[src/rtl/snd_axi_rdma.sv]
// AXI4 burst-read DMA that streams a PCM buffer from DRAM into the sound sample FIFO.
// Supports several bursts in flight, FIFO space reservation, pause/resume, stop-with-discard and looping.
module snd_axi_rdma #(
  parameter int ADDR_WIDTH      = 32,
  parameter int DATA_WIDTH      = 64,
  parameter int BURST_LEN       = 32,
  parameter int MAX_OUTSTANDING = 2,
  parameter int FIFO_DEPTH      = 2048,
  parameter int CNT_WIDTH       = 12
) (
  input  logic                  ACLK,
  input  logic                  ARESETN,
  input  logic [1:0]            COMMAND,
  input  logic                  LOOP,
  input  logic [ADDR_WIDTH-1:0] SNDADDR,
  input  logic [ADDR_WIDTH-1:0] SNDSIZE,
  input  logic [CNT_WIDTH-1:0]  FIFO_WRCNT,
  output logic [ADDR_WIDTH-1:0] ARADDR,
  output logic [7:0]            ARLEN,
  output logic                  ARVALID,
  input  logic                  ARREADY,
  input  logic                  RVALID,
  input  logic                  RLAST,
  input  logic [1:0]            RRESP,
  output logic                  RREADY,
  output logic                  FIFO_WREN,
  output logic                  BUSY,
  output logic                  DONE,
  output logic                  ERR,
  output logic [2:0]            DBG_STATE
);

  localparam int OW = $clog2(MAX_OUTSTANDING + 1);
  localparam logic [ADDR_WIDTH-1:0] BB      = ADDR_WIDTH'(BURST_LEN * DATA_WIDTH / 8);
  localparam logic [ADDR_WIDTH-1:0] BB_MASK = ~(BB - ADDR_WIDTH'(1));

  localparam logic [2:0] S_IDLE  = 3'd0;
  localparam logic [2:0] S_RUN   = 3'd1;
  localparam logic [2:0] S_PAUSE = 3'd2;
  localparam logic [2:0] S_DRAIN = 3'd3;
  localparam logic [2:0] S_ABORT = 3'd4;

  logic [2:0]            state_q, state_d;
  logic [ADDR_WIDTH-1:0] base_q, base_d;
  logic [ADDR_WIDTH-1:0] size_q, size_d;
  logic [ADDR_WIDTH-1:0] offset_q, offset_d;
  logic [ADDR_WIDTH-1:0] araddr_q, araddr_d;
  logic [OW-1:0]         out_q, out_d;
  logic                  arvalid_q, arvalid_d;
  logic                  done_q, done_d;
  logic                  err_q, err_d;

  logic rready, ar_hs, r_hs, last_hs, stop, end_of_buf, room;

  assign rready = (state_q != S_IDLE);

  always_comb begin
    state_d    = state_q;
    base_d     = base_q;
    size_d     = size_q;
    offset_d   = offset_q;
    araddr_d   = araddr_q;
    out_d      = out_q;
    arvalid_d  = arvalid_q;
    done_d     = 1'b0;
    err_d      = err_q;
    ar_hs      = arvalid_q & ARREADY;
    r_hs       = RVALID & rready;
    last_hs    = r_hs & RLAST;
    stop       = (COMMAND == 2'b00) || (COMMAND == 2'b11);
    end_of_buf = 1'b0;
    // Reserve FIFO space for every burst already in flight plus the one about to be issued.
    room = (32'(FIFO_WRCNT) + (32'(out_q) + 32'd1) * 32'(BURST_LEN)) <= 32'(FIFO_DEPTH);

    if (ar_hs) begin
      arvalid_d = 1'b0;
      if (offset_q + BB >= size_q) begin
        offset_d   = LOOP ? '0 : offset_q + BB;
        end_of_buf = !LOOP;
      end else begin
        offset_d = offset_q + BB;
      end
    end

    case ({ar_hs, last_hs})
      2'b10:   out_d = out_q + OW'(1);
      2'b01:   out_d = out_q - OW'(1);
      default: out_d = out_q;
    endcase

    if (r_hs && RRESP != 2'b00) err_d = 1'b1;

    case (state_q)
      S_IDLE: begin
        if (COMMAND == 2'b01) begin
          base_d   = SNDADDR;
          size_d   = SNDSIZE & BB_MASK;
          offset_d = '0;
          err_d    = 1'b0;
          state_d  = ((SNDSIZE & BB_MASK) == '0) ? S_DRAIN : S_RUN;
        end
      end
      S_RUN: begin
        if (stop) begin
          state_d = S_ABORT;
        end else if (end_of_buf) begin
          state_d = S_DRAIN;
        end else if (COMMAND == 2'b10) begin
          state_d = S_PAUSE;
        end else if (!arvalid_q && out_q < OW'(MAX_OUTSTANDING) && room) begin
          arvalid_d = 1'b1;
          araddr_d  = base_q + offset_q;
        end
      end
      S_PAUSE: begin
        if (stop)                    state_d = S_ABORT;
        else if (end_of_buf)         state_d = S_DRAIN;
        else if (COMMAND == 2'b01)   state_d = S_RUN;
      end
      S_DRAIN: begin
        if (stop) begin
          state_d = S_ABORT;
        end else if (out_q == '0 && !arvalid_q) begin
          done_d  = 1'b1;
          state_d = S_IDLE;
        end
      end
      S_ABORT: begin
        // A pending AR must still complete; its data is sunk without FIFO writes.
        if (out_q == '0 && !arvalid_q) state_d = S_IDLE;
      end
      default: state_d = S_IDLE;
    endcase
  end

  always_ff @(posedge ACLK or negedge ARESETN) begin
    if (!ARESETN) begin
      state_q   <= S_IDLE;
      base_q    <= '0;
      size_q    <= '0;
      offset_q  <= '0;
      araddr_q  <= '0;
      out_q     <= '0;
      arvalid_q <= 1'b0;
      done_q    <= 1'b0;
      err_q     <= 1'b0;
    end else begin
      state_q   <= state_d;
      base_q    <= base_d;
      size_q    <= size_d;
      offset_q  <= offset_d;
      araddr_q  <= araddr_d;
      out_q     <= out_d;
      arvalid_q <= arvalid_d;
      done_q    <= done_d;
      err_q     <= err_d;
    end
  end

  assign ARADDR    = araddr_q;
  assign ARLEN     = 8'(BURST_LEN - 1);
  assign ARVALID   = arvalid_q;
  assign RREADY    = rready;
  assign FIFO_WREN = r_hs & (state_q != S_ABORT);
  assign BUSY      = (state_q != S_IDLE);
  assign DONE      = done_q;
  assign ERR       = err_q;
  assign DBG_STATE = state_q;

endmodule

[config.mk]
export PLATFORM = sky130hd
export DESIGN_NAME = snd_axi_rdma
export DESIGN_NICKNAME = d
export VERILOG_FILES = /design/src/rtl/snd_axi_rdma.sv
export SDC_FILE = /design/constraint.sdc
export NUM_CORES = 1
export LEC_CHECK = 0
export ABC_AREA = 1
export ABC_CLOCK_PERIOD_IN_PS = 3350
export CAP_MARGIN = 20
export CORE_MARGIN = 2
export CORE_UTILIZATION = 45
export CTS_BUF_LIST = sky130_fd_sc_hd__clkbuf_8
export DETAILED_ROUTE_END_ITERATION = 6
export PLACE_DENSITY = 0.65
export SETUP_SLACK_MARGIN = 0.05
export SLEW_MARGIN = 20
export SYNTH_ARGS = -nofsm -noshare
export SYNTH_HDL_FRONTEND = slang
export SYNTH_SLANG_ARGS = --single-unit
[constraint.sdc]
create_clock -name ACLK -period 3.35 [get_ports ACLK]
set_input_delay 0.67 -clock ACLK [delete_from_list [all_inputs] [get_ports ACLK]]
set_output_delay 0.67 -clock ACLK [all_outputs]
set_load 0.1 [all_outputs]
==> impl_metrics.csv, run 1 <==
group,metric,value,unit
run_status,status,"finished, final reports clean",
worst_setup_path,critPathCaptureType,"flop",
synthesis,synth.area.mux_share,0,
worst_setup_path,critPathLaunchType,"flop",
finish,nNetsFinal,1625,
worst_setup_path,cpMostUsedCell,"nand2_1",
sta,worst_pin_slew,0.731,ns
power,intPower,4.55,mW
synthesis,synth_top_family_by_area,"simple AND/OR/NAND/NOR gates",
drt,wire_per_inst,13.6,um
place,hpwl,18800,um
clocking,post_cts_buffers,0,
synthesis,yosysSeqAreaShare,0.353,
power,power_switching_share,0.533,
die,rows,51,
grt,grt_pass1_vias,8122,
worst_setup_path,critPathKind,"flop to flop",
die,core_area,19600,um^2
synthesis,synth_top_area_frac,0.353,
finish,antenna_cells,0,
worst_setup_path,critPathMaxStageDelay,0.42,ns
sta,period_needed,3.00,ns
worst_setup_path,crit_required,3.69,ns
grt,grt_overflow,0,
grt,antenna_found_initial,0,
grt,grt_pass1_wl,39800,um
sta,finalCritPeriodShare,0.897,
power,power_density,889,nW/um^2
power,p_clk_frac,0.140,
synthesis,yosysTopAreaCell,"dfrtp_1",
clocking,cts_root_buf,"clkbuf_8",
power,p_leak,6.04,nW
sta,rsz0062_at_grt,"no",
power,seqPwrFrac,0.272,
job,cap_violations,0,
synthesis,synthAdderAreaFrac,0.0928,
place,place.gp.congestion,0.942,
synthesis,synth_compound_area_frac,0.0658,
synthesis,synth_area_per_cell,6.78,um^2
place,port_buffers,118,
sta,finalSetupTns,0,ns
power,switching_power,5.20,mW
synthesis,netlist_area,9060,um^2
sta,relSlewSlack,0.512,
clocking,cts.clk_slew.worst_paths,0.09,ns
synthesis,yosys.area_share.xor_xnor,0.0357,
grt,grt_max_degree,82,
synthesis,yosysWarningCount,0,
drt,drtAntennaViolNets,0,
power,comb_power_share,0.587,
hold_path,worstHoldPathType,"input port to asynchronous set/reset pin",
synthesis,synth_cell_types,35,
power,ir_drop,0.936,mV
sta,setup_viol,0,
die,dieWidth,146,um
sta,maxSlewViolCount,0,
clocking,cts.sinks,128,
clocking,ctsHoldBuffers,0,
die,start_util,0.463,
synthesis,synth-simple-area-share,0.343,
grt,grt_use_total,0.231,
drt,drc,0,
clocking,cts_inserted_buffers,17,
synthesis,synth.area.top_cells,"dfrtp_1 35%, nand2_1 19%, ha_1 8.8%",
drt,vias,8467,
synthesis,synth-seq-cells,128,
synthesis,syn_inst,1337,
sta,fmax,0.333,GHz
die,pin_count,135,
worst_setup_path,crit_fanout,14,
sta,hold_viol_final,0,
clocking,clk_latency,0.46,ns
finish,drive_gt1_frac,0.0855,
clocking,cts_tree,"built",
finish,syn2layout_area_growth,21.0,%
drt,wirelength,23800,um
clocking,htree_levels,4,
power,total_power,9.75,mW
die,die-area,21300,um^2
worst_setup_path,cp_cell_sequence,"ha_1, nand3_1, inv_1, nand2_1, nor2_1, buf_4, xor2_1, inv_1, ha_1, nand2_1, nor2_1, nand2_1, nor2_1, nand2_1, nand4_1, nand3_2, buf_4, nand4_1, inv_1",
drt,drt_iter0_drc,443,
drt,dr.pass1.iters,7,
worst_setup_path,slowest_stage,"dfrtp_2",
sta,finClkSkew,0.0169,ns
clocking,clk_path_buf_depth,2,
drt,via_per_inst,4.84,
finish,n_fill_cell,1975,
worst_setup_path,arrival,3.35,ns
die,fp.dieH,146,um
==> final cells by class <==
type,instances,area [um^2],share of cell area
well taps,265,332,0.0302
repair buffers,146,1330,0.121
multi-input cells,969,4910,0.448
clock buffers,17,234,0.0213
clock inverters,15,161,0.0147
flip-flops and latches,128,3210,0.292
inverters,211,792,0.0722
==> cells in the final DEF, fill, tap and decap left out, types with 3 or more instances in the layout <==
cell type and count:
nand4_1 29, clkinvlp_4 3, buf_12 3, a21o_1 3
nor4_1 5, clkbuf_8 17, nand2_1 462, nor3_1 17
nand3_1 72, nand3b_1 6, a21oi_1 46, xnor2_1 17
ha_1 64, dfrtp_2 3, or2_2 9, o21ai_0 44
clkdlybuf4s50_1 76, conb_1 8, o21bai_1 5, buf_4 66
nor2_1 125, inv_6 3, xor2_1 20, nor3b_1 4
dfrtp_1 125, o21ai_1 14, and2_1 5, inv_2 5
inv_1 207, clkinv_4 5
==> Yosys cell counts <==
cell       count
nand2_1      463
inv_1        206
dfrtp_1      128
nor2_1       126
nand3_1       73
ha_1          64
a21oi_1       46
o21ai_0       44
nand4_1       29
xor2_1        20
nor3_1        17
xnor2_1       17
buf_2         15
o21ai_1       14
clkbuf_1      10
buf_4          9
or2_2          9
nand3b_1       6
and2_1         5
inv_2          5
nor4_1         5
o21bai_1       5
nor3b_1        4
a21o_1         3
conb_1         2
fa_1           2
nor2_4         2
and3_1         1
buf_6          1
nand2_2        1
nor2_2         1
nor3_2         1
nor4_4         1
o2111ai_1      1
o21a_1         1
==> routing by layer <==
metal	track usage	up-vias	wire, um
li1	-	4443	-
met1	0.307	3849	11100
met2	0.397	155	11600
met3	0.0367	20	797
met4	0.0529	0	260
met5	0	-	0
==> worst paths after layout <==
path	start	to	slack, ns	cells past startpoint
max	offset_q[8]	offset_q[24]	0.35	19
min	ARESETN	ARADDR[3]	0.24	1
max reg2reg	offset_q[8]	offset_q[24]	0.35	19
min reg2reg	base_q[13]	base_q[13]	0.49	2
max in group asynchronous	ARESETN	size_q[17]	2.43	2
min in group ACLK	base_q[13]	base_q[13]	0.49	2
==> critical path, delay by kind of cell (launching register included) <==
kind	cells	cell delay, ns
buf+inv	5	0.60
flops	1	0.42
fa+ha+maj	2	0.46
simple gates	11	1.21
xor+xnor	1	0.22
==> stage by stage <==
stage | util | area, um^2 | setup WS, ns | hold WS (ns) | cells
global route | 0.560 | 11000 | 0.0581 | 0.283 | 1751
finish | 0.560 | 11000 | 0.346 | 0.238 | 1751
CTS | 0.559 | 10900 | 0.192 | 0.410 | 1751
detailed placement | 0.539 | 10600 | 0.134 | 0.466 | 1719
floorplan | - | 9090 | 0.183 | 0.374 | 1343
global placement | 0.539 | 10600 | 0.181 | 0.463 | 1719
==> power by group through the flow <==
| stage | clock network, mW | logic [mW] | registers (mW) |
|---|---|---|---|
| finish | 1.37 | 5.72 | 2.65 |
| floorplan | 0 | 2.92 | 4.01 |
| CTS | 1.40 | 5.77 | 2.66 |
| global route | 1.47 | 6.35 | 2.74 |
| global placement | 0 | 5.65 | 2.68 |
| detailed placement | 0 | 5.73 | 2.69 |
==> cell families after synthesis <==
logic type      after synthesis
simple gates                744
buf+inv                     246
flops                       128
compound gates              114
fa+ha+maj                    66
xor+xnor                     37
other cells                   2
==> state kept, by name (all words and copies together) (netlist names) <==
signal,cells
size_q,24
ARVALID,1
DONE,1
ERR,1
base_q,32
ARADDR,32
DBG_STATE,3
out_q,2
offset_q,32
==> what timing repair did <==
item / CTS / global route
endpoints found under the hold margin: 0 / 0
endpoints found under the setup margin: 0 / 31
gates resized for setup: 0 / 6
Note: power is estimated with default switching activity, not from simulation.
==> inputs of run 2 (changes only) <==
--- a/config.mk
+++ b/config.mk
@@ -8,6 +8,7 @@
 export ABC_AREA = 1
 export ABC_CLOCK_PERIOD_IN_PS = 3350
 export CAP_MARGIN = 20
+export CORE_ASPECT_RATIO = 0.8
 export CORE_MARGIN = 2
 export CORE_UTILIZATION = 45
 export CTS_BUF_LIST = sky130_fd_sc_hd__clkbuf_8
==> run 2 against run 1 <==
Compared with the run above:
- sequential share of layout area is essentially flat
- routed wire length grew 3.0%
- clock-buffer cell count grew 2
- critical endpoint is now offset_q[16]
- clock skew shrank 0.0048 ns
==> impl_metrics.csv, run 2 (synthesis results as in run 1) <==
group,metric,value,unit
sta,maxSlewViolCount,0,
sta,rsz0062_at_grt,"no",
finish,multi_input_comb_area,4940,um^2
die,dieWidth,163,um
finish,antenna_cells,0,
worst_setup_path,critPathLaunchType,"flop",
worst_setup_path,crit_required,3.70,ns
drt,wirelength,24500,um
grt,grt_pass1_wl,40500,um
drt,via_per_inst,4.88,
worst_setup_path,cp_cell_sequence,"nand2_1, nor2_1, nand2_1, nor3_1, xor2_1, inv_1, ha_1, nand2_1, nor2_1, nand2_1, nor2_2, nand2_1, nand4_1, nand3_2, buf_6, nand3_1, inv_1",
grt,grt_overflow,0,
sta,hold_viol_final,0,
power,total_power,9.79,mW
sta,relSlewSlack,0.405,
sta,finClkSkew,0.0122,ns
sta,finalCritPeriodShare,0.885,
worst_setup_path,arrival,3.31,ns
drt,wire_per_inst,14.0,um
sta,fmax,0.337,GHz
worst_setup_path,crit_family,"simple AND/OR/NAND/NOR gates",
sta,setup_viol,0,
sta,period_needed,2.96,ns
hold_path,worstHoldPathType,"input port to asynchronous set/reset pin",
clocking,cts.clk_slew.worst_paths,0.09,ns
die,die-area,21300,um^2
place,dpl-instance-area,10500,um^2
finish,fin_area,10900,um^2
clocking,clk_path_buf_depth,2,
drt,vias,8514,
grt,grt_pass1_vias,8100,
drt,dr.pass1.iters,7,
place,place.gp.congestion,0.919,
worst_setup_path,cp_num_buf_inv,3,
worst_setup_path,critPathMaxStageDelay,0.51,ns
die,rows,46,
clocking,post_cts_buffers,0,
grt,grt_max_degree,82,
sta,worst_pin_slew,0.892,ns
grt,grt_use_total,0.243,
power,p_leak,6.02,nW
finish,drive_gt1_frac,0.0845,
finish,mostFrequentLayoutCell,"nand2_1",
clocking,cts.sinks,128,
worst_setup_path,critPathCaptureType,"flop",
power,ir_drop,0.771,mV
finish,syn2layout_area_growth,20.7,%
run_status,status,"finished, final reports clean",
clocking,ctsHoldBuffers,0,
drt,drc,0,
clocking,cts_inserted_buffers,17,
grt,antenna_found_initial,0,
die,pin_count,135,
worst_setup_path,cpMostUsedCell,"nand2_1",
place,hpwl,19400,um
job,cap_violations,0,
clocking,cts_tree,"built",
finish,nNetsFinal,1619,
die,fp.dieH,131,um
finish,register_area,3210,um^2
drt,drt_iter0_drc,544,
die,start_util,0.458,
worst_setup_path,critPathKind,"flop to flop",
sta,finalSetupTns,0,ns
worst_setup_path,crit_fanout,15,
finish,final_cell_mix,"462 x nand2_1, 207 x inv_1, 126 x dfrtp_1, 123 x nor2_1, 76 x clkdlybuf4s50_1",
worst_setup_path,slowest_stage,"dfrtp_1",
clocking,htree_levels,4,
clocking,cts_root_buf,"clkbuf_8",
finish,n_fill_cell,2028,
power,power_density,895,nW/um^2
die,core_area,19800,um^2
clocking,clk_latency,0.46,ns
drt,drtAntennaViolNets,0,
place,port_buffers,118,
## run 2: cell count changes in the layout (fill, tap and decap cells not counted), moves of 2 or more
cell,delta
clkinv_4,-4
nor3b_1,-2
clkinv_2,+2
nor2_1,-2
nor3b_2,+2
clkbuf_8,+2
buf_4,-6
## run 2: repair_timing
item,in CTS,in global routing
resized for setup,0,12
endpoints found under the hold margin,0,0
setup endpoints to repair,0,34
## run 2: final cells by class
class | instances | share of cell area
inverters | 211 | 0.0724
flip-flops and latches | 128 | 0.293
multi-input cells | 969 | 0.451
clock buffers | 19 | 0.0239
well taps | 264 | 0.0302
repair buffers | 140 | 0.117
clock inverters | 13 | 0.0125
## run 2: report_power, final
part	internal [mW]	switching [mW]	total, mW
Sequential	2.17	0.502	2.67
Clock	0.701	0.677	1.38
Combinational	1.68	4.06	5.74
Total	4.55	5.24	9.79
## run 2: final timing paths
kind	slack (ns)	cells after the start	to	from
setup / recovery	0.39	17	offset_q[16]	offset_q[18]
hold / removal	0.32	1	ARADDR[14]	ARESETN
setup reg to reg	0.39	17	offset_q[16]	offset_q[18]
hold reg to reg	0.48	2	ARADDR[22]	ARADDR[22]
max in group asynchronous	2.25	2	offset_q[8]	ARESETN
min in group ACLK	0.48	2	ARADDR[22]	ARADDR[22]
## run 2: layer usage
layer,track usage,vias to the layer above,wire length (um),share of wire
li1,-,4410,-,-
met1,0.344,3884,12300,0.50
met2,0.390,196,10900,0.45
met3,0.0439,24,1060,0.043
met4,0.0557,0,248,0.010
met5,0,-,0,0
## run 2: stage by stage
stage	util	hold WS, ns	cells	worst slack [ns]
finish	0.553	0.319	1744	0.386
global route	0.553	0.374	1744	0.0681
CTS	0.551	0.343	1744	0.195
detailed placement	0.531	0.465	1712	0.125
global placement	0.531	0.465	1712	0.163
floorplan	-	0.374	1343	0.183
==> inputs of run 3 (changes only) <==
--- a/config.mk
+++ b/config.mk
@@ -13,7 +13,8 @@
 export CORE_UTILIZATION = 45
 export CTS_BUF_LIST = sky130_fd_sc_hd__clkbuf_8
 export DETAILED_ROUTE_END_ITERATION = 6
-export PLACE_DENSITY = 0.65
+export DONT_BUFFER_PORTS = 1
+export PLACE_DENSITY = 0.57
 export SETUP_SLACK_MARGIN = 0.05
 export SLEW_MARGIN = 20
 export SYNTH_ARGS = -nofsm -noshare
==> run 3 against run 2 <==
Compared with the run above:
- sequential cell count did not move
- utilization fell by 5.5 points
- hold slack got worse by 0.42 ns
- routed wire length rose by 2.7%
- clock skew rose by 0.0055 ns
- the flow now finishes with violations (negative hold slack)
- via count fell by 5.0%
- highest routed layer is now met5
- fmax fell by 3.7%
- non-clock buffer count fell by 119
- critical path type unchanged
==> impl_metrics.csv, run 3 (synthesis results as in run 1) <==
group,metric,value,unit
worst_setup_path,worst_r2r_path_depth,17,
worst_setup_path,critPathKind,"flop to flop",
worst_setup_path,critPathCaptureType,"flop",
place,hpwl,19200,um
drt,drtAntennaViolNets,0,
clocking,htree_levels,4,
grt,grtUsageMet2,0.329,
worst_setup_path,crit_family,"simple AND/OR/NAND/NOR gates",
worst_setup_path,crit_fanout,23,
finish,n_fill_cell,2071,
clocking,cts.sinks,128,
place,port_buffers,0,
grt,grt_overflow,0,
worst_setup_path,critPathLaunchType,"flop",
worst_setup_path,arrival,3.42,ns
grt,grt_pass1_vias,7358,
grt,met1_usage,0.381,
drt,wirelength,25100,um
grt,grt_pass1_wl,40100,um
worst_setup_path,crit_required,3.70,ns
die,rows,46,
sta,worst_pin_slew,1.08,ns
sta,setup_viol,0,
die,start_util,0.458,
finish,final_cell_mix,"462 x nand2_1, 207 x inv_1, 125 x dfrtp_1, 123 x nor2_1, 72 x nand3_1",
sta,hold_viol_final,128,
sta,finalCritPeriodShare,0.918,
sta,fmax,0.325,GHz
die,die-area,21300,um^2
die,pin_count,135,
run_status,status,"finished with violations",
grt,grtUsageMet3,0.0650,
finish,final_util,0.498,
finish,nNetsFinal,1500,
worst_setup_path,cp_cell_sequence,"ha_2, nand3_2, nor2_1, nand3_1, xor2_1, inv_1, ha_1, nand2_1, nor2_1, nand2_1, nor2_1, nand2_1, nand4_1, nand3_1, buf_12, nand3_1, nor2_1",
clocking,clk_latency,0.46,ns
clocking,cts_root_buf,"clkbuf_8",
die,fp.dieH,131,um
grt,grt_max_degree,129,
place,place.gp.congestion,0.944,
grt,antenna_found_initial,2,
sta,period_needed,3.08,ns
drt,drc,0,
die,core_area,19800,um^2
sta,maxSlewViolCount,0,
hold_path,worstHoldPathType,"input port to asynchronous set/reset pin",
job,cap_violations,0,
sta,whs,-0.101,ns
drt,dr.pass1.iters,5,
drt,via_per_inst,4.97,
finish,syn2layout_area_growth,8.70,%
sta,relSlewSlack,0.280,
worst_setup_path,r2r_end,"offset_q[27]",
worst_setup_path,critPathMaxStageDelay,0.36,ns
clocking,cts_inserted_buffers,17,
worst_setup_path,reg2reg_from,"offset_q[8]",
die,dieWidth,163,um
grt,grt-busiest-layer,"met1",
worst_setup_path,slowest_stage,"dfrtp_1",
run_status,failed_checks,"negative hold slack",
clocking,cts.clk_slew.worst_paths,0.08,ns
sta,finClkSkew,0.0177,ns
drt,wire_per_inst,15.4,um
power,ir_drop,0.767,mV
finish,mostFrequentLayoutCell,"nand2_1",
power,p_leak,5.50,nW
sta,finalSetupTns,0,ns
worst_setup_path,cp.depth,17,
sta,rsz0062_at_grt,"no",
worst_setup_path,r2r_slack,0.27,ns
grt,grt_use_total,0.243,
worst_setup_path,cpMostUsedCell,"nor2_1",
clocking,cts_tree,"built",
finish,drive_gt1_frac,0.0617,
clocking,clk_path_buf_depth,2,
drt,vias,8085,
drt,drt_iter0_drc,736,
power,power_density,958,nW/um^2
worst_setup_path,cp_num_buf_inv,2,
## run 3: stage by stage
stage / instance area, um^2 / hold slack (ns) / total power [mW] / instances / worst slack [ns]
after floorplan: 9090 / 0.374 / 6.93 / 1343 / 0.183
after global placement: 9390 / 0.379 / 8.00 / 1592 / 0.164
after detailed placement: 9390 / 0.379 / 8.04 / 1592 / 0.114
after CTS: 9790 / -0.124 / 9.46 / 1624 / 0.0926
after global routing: 9850 / -0.127 / 10.2 / 1625 / 0.0195
final: 9850 / -0.101 / 9.44 / 1626 / 0.273
## run 3: layer usage
layer | vias to the layer above | share of wire | wire [um]
met1 | 3659 | 0.53 | 13300
li1 | 4176 | - | -
met4 | 2 | 0.0099 | 249
met2 | 228 | 0.38 | 9640
met3 | 20 | 0.078 | 1960
met5 | - | 0.00052 | 13
## run 3: where the power goes
part           switching [mW]  total [mW]  internal [mW]
registers                1.88        4.02           2.14
logic                    2.62        4.02           1.40
clock network           0.702        1.40          0.700
## run 3: final cells by class
cell class	instances	area [um^2]	area share
Sequential cell	128	3210	0.325
Multi-Input combinational cell	969	4940	0.501
Clock inverter	13	136	0.0138
Tap cell	264	330	0.0335
Clock buffer	19	262	0.0265
Inverter	211	792	0.0804
Timing Repair Buffer	21	183	0.0185
Antenna cell	1	2.50	0.000254
## run 3: worst max path at each step
stage / endpoint / slack [ns] / from
floorplan: FIFO_WREN / 0.18 / DBG_STATE[1]
global placement: offset_q[23] / 0.16 / offset_q[8]
detailed placement: offset_q[31] / 0.11 / offset_q[11]
CTS: offset_q[31] / 0.09 / offset_q[11]
global route: offset_q[13] / 0.02 / offset_q[14]
finish: offset_q[27] / 0.27 / offset_q[8]
## run 3: timing repair
item / in CTS / in global routing
buffers inserted: 0 / 1
resized for setup: 0 / 15
endpoints found under the setup margin: 0 / 34
hold endpoints to repair: 128 / 128
## run 3: worst register-to-register path, cell delays in order (launching register included)
cell and delay (ns):
dfrtp_1 0.36, ha_2 0.22, nand3_2 0.11, nor2_1 0.27, nand3_1 0.14, xor2_1 0.28
inv_1 0.09, ha_1 0.28, nand2_1 0.06, nor2_1 0.20, nand2_1 0.08, nor2_1 0.13
nand2_1 0.07, nand4_1 0.13, nand3_1 0.18, buf_12 0.25, nand3_1 0.09, nor2_1 0.06
